### config.mk
export PLATFORM = sky130hd
export DESIGN_NAME = snake_game_ctrl
export DESIGN_NICKNAME = d
export VERILOG_FILES = /design/src/rtl/snake_pkg.sv /design/src/rtl/snake_tick.sv /design/src/rtl/snake_game_ctrl.sv
export SDC_FILE = /design/constraint.sdc
export NUM_CORES = 1
export LEC_CHECK = 0
export ABC_AREA = 0
export CORE_UTILIZATION = 34
export CTS_CLUSTER_SIZE = 8
export DETAILED_ROUTE_END_ITERATION = 12
export RECOVER_POWER = 100
export SETUP_SLACK_MARGIN = 0.5
export SLEW_MARGIN = 30
export SYNTH_ARGS = -nofsm -noshare
export SYNTH_HDL_FRONTEND = slang
export SYNTH_SLANG_ARGS = --single-unit
export TNS_END_PERCENT = 5
### constraint.sdc
create_clock -name clk -period 10.25 [get_ports clk]
set_clock_uncertainty 0.1 [all_clocks]
set_input_delay 1.5375 -clock clk [delete_from_list [all_inputs] [get_ports clk]]
set_output_delay 1.5375 -clock clk [all_outputs]
set_load 0.01 [all_outputs]
### src/rtl/snake_pkg.sv
// Shared types, LFSR constants and helpers for the snake game sequencer.
package snake_pkg;

  typedef enum logic [1:0] {
    UP    = 2'b00,
    DOWN  = 2'b01,
    LEFT  = 2'b10,
    RIGHT = 2'b11
  } dir_t;

  typedef enum logic [1:0] {
    IDLE  = 2'b00,
    RUN   = 2'b01,
    PAUSE = 2'b10,
    OVER  = 2'b11
  } state_t;

  localparam logic [15:0] LFSR_SEED = 16'hACE1;
  // Feedback taps for x^16 + x^14 + x^13 + x^11 + 1 (bits 15, 13, 12, 10).
  localparam logic [15:0] LFSR_TAPS = 16'hB400;

  // Opposite directions share bit 1 and differ only in bit 0.
  function automatic logic is_reverse(input dir_t a, input dir_t b);
    return (a[1] == b[1]) && (a[0] != b[0]);
  endfunction

  function automatic logic [15:0] lfsr_step(input logic [15:0] l);
    return {l[14:0], ^(l & LFSR_TAPS)};
  endfunction

endpackage

### src/rtl/snake_tick.sv
// Game tick divider: one-cycle tick every DIV enabled cycles; count clears when disabled.
module snake_tick #(
  parameter int DIV = 5_000_000
) (
  input  logic clk,
  input  logic clr,
  input  logic en,
  output logic tick
);

  localparam int CW = (DIV > 2) ? $clog2(DIV) : 1;
  localparam logic [CW-1:0] CNT_MAX = CW'(DIV - 1);

  logic [CW-1:0] cnt_reg;

  always_ff @(posedge clk or posedge clr) begin
    if (clr) begin
      cnt_reg <= '0;
    end else if (!en || (cnt_reg == CNT_MAX)) begin
      cnt_reg <= '0;
    end else begin
      cnt_reg <= cnt_reg + CW'(1);
    end
  end

  assign tick = en && (cnt_reg == CNT_MAX);

endmodule

### src/rtl/snake_game_ctrl.sv
// Snake game sequencer: FSM, head stepping, food placement and score.
// Define SNAKE_WRAP_EN to make the playfield edges wrap instead of ending the game.
module snake_game_ctrl
  import snake_pkg::*;
#(
  parameter int GRID_W   = 32,
  parameter int GRID_H   = 24,
  parameter int XW       = 5,
  parameter int YW       = 5,
  parameter int TICK_DIV = 5_000_000,
  parameter int START_X  = 16,
  parameter int START_Y  = 12,
  parameter int SCORE_W  = 8
) (
  input  logic               clk,
  input  logic               clr,
  input  logic [1:0]         direction,
  input  logic               run,
  input  logic               restart,
  output logic [XW-1:0]      head_x,
  output logic [YW-1:0]      head_y,
  output logic [XW-1:0]      food_x,
  output logic [YW-1:0]      food_y,
  output logic [SCORE_W-1:0] score,
  output logic               step,
  output logic [1:0]         state,
  output logic               game_over
);

  localparam logic [XW-1:0] X_MAX   = XW'(GRID_W - 1);
  localparam logic [YW-1:0] Y_MAX   = YW'(GRID_H - 1);
  localparam logic [XW-1:0] X_START = XW'(START_X);
  localparam logic [YW-1:0] Y_START = YW'(START_Y);
  localparam logic [XW-1:0] X_FOOD0 = XW'((START_X + 4) % GRID_W);
  localparam logic [XW:0]   GRID_W_EXT = (XW + 1)'(GRID_W);
  localparam logic [YW:0]   GRID_H_EXT = (YW + 1)'(GRID_H);

  state_t               state_reg, state_next;
  dir_t                 cur_dir_reg, pend_dir_reg, dir_in;
  logic [XW-1:0]        head_x_reg, head_x_next, food_x_reg, food_x_next;
  logic [YW-1:0]        head_y_reg, head_y_next, food_y_reg, food_y_next;
  logic [SCORE_W-1:0]   score_reg;
  logic                 step_reg;
  logic [15:0]          lfsr_reg;
  logic                 tick_en, tick, collide, eat;
  logic [XW-1:0]        fx_raw;
  logic [YW-1:0]        fy_raw;

  assign dir_in  = dir_t'(direction);
  // Gating with run drops a tick that coincides with run falling.
  assign tick_en = (state_reg == RUN) && run && !restart;

  snake_tick #(
    .DIV (TICK_DIV)
  ) u_tick (
    .clk  (clk),
    .clr  (clr),
    .en   (tick_en),
    .tick (tick)
  );

  // Candidate head for the pending direction, with edge handling.
  always_comb begin
    head_x_next = head_x_reg;
    head_y_next = head_y_reg;
    collide     = 1'b0;
    case (pend_dir_reg)
      UP: begin
        if (head_y_reg == '0) begin
`ifdef SNAKE_WRAP_EN
          head_y_next = Y_MAX;
`else
          collide = 1'b1;
`endif
        end else begin
          head_y_next = head_y_reg - YW'(1);
        end
      end
      DOWN: begin
        if (head_y_reg == Y_MAX) begin
`ifdef SNAKE_WRAP_EN
          head_y_next = '0;
`else
          collide = 1'b1;
`endif
        end else begin
          head_y_next = head_y_reg + YW'(1);
        end
      end
      LEFT: begin
        if (head_x_reg == '0) begin
`ifdef SNAKE_WRAP_EN
          head_x_next = X_MAX;
`else
          collide = 1'b1;
`endif
        end else begin
          head_x_next = head_x_reg - XW'(1);
        end
      end
      default: begin
        if (head_x_reg == X_MAX) begin
`ifdef SNAKE_WRAP_EN
          head_x_next = '0;
`else
          collide = 1'b1;
`endif
        end else begin
          head_x_next = head_x_reg + XW'(1);
        end
      end
    endcase
  end

  // Food candidate folded into the grid and nudged off the new head.
  always_comb begin
    eat    = (head_x_next == food_x_reg) && (head_y_next == food_y_reg);
    fx_raw = lfsr_reg[XW-1:0];
    fy_raw = lfsr_reg[XW+YW-1:XW];
    food_x_next = fx_raw;
    food_y_next = fy_raw;
    if ({1'b0, fx_raw} >= GRID_W_EXT) begin
      food_x_next = fx_raw - GRID_W_EXT[XW-1:0];
    end
    if ({1'b0, fy_raw} >= GRID_H_EXT) begin
      food_y_next = fy_raw - GRID_H_EXT[YW-1:0];
    end
    if ((food_x_next == head_x_next) && (food_y_next == head_y_next)) begin
      food_x_next = (food_x_next == X_MAX) ? '0 : food_x_next + XW'(1);
    end
  end

  always_comb begin
    state_next = state_reg;
    if (restart) begin
      state_next = IDLE;
    end else begin
      case (state_reg)
        IDLE:  if (run) state_next = RUN;
        RUN: begin
          if (!run) begin
            state_next = PAUSE;
          end else if (tick && collide) begin
            state_next = OVER;
          end
        end
        PAUSE: if (run) state_next = RUN;
        default: state_next = OVER;
      endcase
    end
  end

  always_ff @(posedge clk or posedge clr) begin
    if (clr) begin
      state_reg <= IDLE;
    end else begin
      state_reg <= state_next;
    end
  end

  always_ff @(posedge clk or posedge clr) begin
    if (clr) begin
      head_x_reg   <= X_START;
      head_y_reg   <= Y_START;
      food_x_reg   <= X_FOOD0;
      food_y_reg   <= Y_START;
      cur_dir_reg  <= RIGHT;
      pend_dir_reg <= RIGHT;
      score_reg    <= '0;
      step_reg     <= 1'b0;
      lfsr_reg     <= LFSR_SEED;
    end else if (restart) begin
      head_x_reg   <= X_START;
      head_y_reg   <= Y_START;
      food_x_reg   <= X_FOOD0;
      food_y_reg   <= Y_START;
      cur_dir_reg  <= RIGHT;
      pend_dir_reg <= RIGHT;
      score_reg    <= '0;
      step_reg     <= 1'b0;
      lfsr_reg     <= LFSR_SEED;
    end else begin
      lfsr_reg <= lfsr_step(lfsr_reg);
      step_reg <= 1'b0;
      if (!is_reverse(dir_in, cur_dir_reg)) begin
        pend_dir_reg <= dir_in;
      end
      if (tick) begin
        cur_dir_reg <= pend_dir_reg;
        // A collision freezes head and score; the FSM moves to OVER instead.
        if (!collide) begin
          head_x_reg <= head_x_next;
          head_y_reg <= head_y_next;
          step_reg   <= 1'b1;
          if (eat) begin
            food_x_reg <= food_x_next;
            food_y_reg <= food_y_next;
            if (score_reg != '1) begin
              score_reg <= score_reg + SCORE_W'(1);
            end
          end
        end
      end
    end
  end

  assign head_x    = head_x_reg;
  assign head_y    = head_y_reg;
  assign food_x    = food_x_reg;
  assign food_y    = food_y_reg;
  assign score     = score_reg;
  assign step      = step_reg;
  assign state     = state_reg;
  assign game_over = (state_reg == OVER);

endmodule

==> flow_summary.toml <==
[global_route]
antenna_found_initial = 0
grtUsageTotal = 0.165
grt_max_degree = 75
grt_first_pass_wirelength_um = 18600
grt_pass1_vias = 3737
grt_overflow_total = 0

[drt]
drc_errors = 0
dr.pass1.iters = 4
via_per_inst = 5.34
dr.first_iter.drc_count = 235
postRouteAntennaNets = 0
wire_per_inst_um = 15.5
drt_wl_total_um = 11200
num_vias = 3848

[critical_path]
worstPathArrival_ns = 4.95
worst_r2r_startpoint = "head_x[0]$_DFFE_PP0P_"
critPathKind = "primary input to async pin"
critPathLaunch = "clr"
start_kind = "primary input"
required_ns = 9.67
crit_path_end_kind = "async pin"
path_max_fanout = 74
r2r_slack_ns = 6.11

[power_and_ir_drop]
fin_total_pwr_mw = 0.642
ir_worst_vdd_uv = 76.7
power.density_mw_per_mm2 = 120
p_leak_nw = 2.15

[logic_synthesis]
synth.cell_area_sq_mm = 0.00459
ys_types = 62
avgSynthCellArea_sq_um = 8.97
yosysWarnings = 0
ys_ff_latch = 74
netlist_instances = 512
synthFlopType = "dfrtp_1"
synthTopCellsByCount = "56 x nor2_1, 55 x dfrtp_1, 38 x nand2_1"
yosys-top-cells-area = "dfrtp_1 30%, dfstp_2 11%, xnor2_1 5.0%"
yosysMostFrequentCell = "nor2_1"
synth_top_area_frac = 0.300
synth_edf_count = 0
synthArstFlopShare = 1.00
seq_area_frac_synth = 0.408
yosysTopAreaCell = "dfrtp_1"
syn_nets = 526

[cells_and_area]
final_area_sq_mm = 0.00536
antennaDiodeCount = 0
largest_reg_flops = 23
nNetsFinal = 554
drive_above_1_share = 0.103
area_growth_pct = 16.7
stdcell_count = 721

[sta]
setup_viol = 0
relSlewSlack = -1.65
tightestPinTransition_ns = 3.97
worst_hold_slack_ns = 0.329
rsz0062_at_grt = "no"
hold_violations = 0
fin_tns_setup_ns = 0
fmax_mhz = 181
fin_crit_sh = 0.539
drv_slew = 118
min_period_ns = 5.53

[clock_tree]
clk_latency_ns = 0.34
cts_tree = "done"
post_cts_resized = 0
cts_hold_buf = 0
path_clk_slew_ns = 0.06
cts.sinks = 74
htreeDepth = 3
ctsRootBufferMaster = "clkbuf_16"
cts_setup_buffers = 0
cts_made_buffers = 9
clock_path_buffers = 2

[flow_run]
max_cap_viol_count = 2

[outcome]
violations = "capacitance limit, slew limit"
status = "complete, but fails checks"

[floorplanning]
fp.dieW_um = 118
start_util = 0.348
fp.dieH_um = 118
core_sq_mm = 0.0132
ios = 38
rows = 42
dieArea_sq_mm = 0.0140

[placement]
portBuffers = 37
dpl.hpwl_um = 7790
placed_cells = 705
gp_congestion = 0.856
place_area_sq_mm = 0.00511

[min_path]
hp-start = "lfsr_reg[14]$_DFF_PP0_"
hold_path_class = "flip-flop to flip-flop"
## worst paths after layout
check / to / depth (start not counted)
min: lfsr_reg[15]$_DFF_PP1_ / 1
max reg2reg: score[1]$_DFFE_PP0P_ / 11
max: score[6]$_DFFE_PP0P_ / 3
max in group clk: score[1]$_DFFE_PP0P_ / 9
min reg2reg: lfsr_reg[15]$_DFF_PP1_ / 1
min in group asynchronous: u_tick.cnt_reg[4]$_DFF_PP0_ / 3
## final cells by class
cell class	instances	area, sq um
inverters	21	78.8
repair buffers	41	389
multi-input cells	393	2530
fillers	1300	7830
clock buffers	10	229
well taps	176	220
flip-flops and latches	74	1880
clock inverters	6	33.8
## worst max-delay path: stages
cell and delay (ns):
dlygate4sd3_1 0.53, clkinv_1 0.04, clkbuf_1 2.77
## cell usage in the layout, fill, tap and decap left out, drive strengths merged, types with 7 or more instances in the layout
cell / instances
nand2: 38
nand2b: 10
dfstp: 19
nor4: 9
o21ai: 22
a21oi: 29
clkbuf: 13
ha: 8
nor2b: 16
nor3: 16
or2: 10
nand3: 12
and3: 10
xor2: 19
inv: 20
nand4: 10
clkinv: 7
nor2: 56
dfrtp: 55
dlygate4sd3: 31
and2: 8
xnor2: 26
## logic make-up after synthesis
family,count (synthesis),share of synthesized area
flops,74,0.408
mux,9,0.0207
buf+inv,45,0.0414
xor+xnor,45,0.0858
fa+ha+maj,8,0.0218
compound gates,94,0.134
simple gates,237,0.288
## per-stage QoR
step	util	setup WS (ns)
after floorplan	-	6.67
after global placement	0.387	5.74
after detailed placement	0.387	5.57
after CTS	0.407	5.88
after global routing	0.406	3.95
final	0.406	4.72
## power breakdown
part           switching [mW]  internal (mW)  total [mW]  leakage [nW]
sequential            0.00788          0.300       0.308         0.954
clock                   0.122          0.162       0.284         0.136
combinational          0.0303         0.0199      0.0502          1.06
## per-layer routing
layer / global-route usage / vias to the layer above / routed length (um)
met5: 0 / - / 0
met4: 0.0385 / 0 / 140
met3: 0.0352 / 12 / 348
met2: 0.284 / 59 / 5500
met1: 0.211 / 1893 / 5220
li1: - / 1884 / -
(Power assumes the default switching activity.)
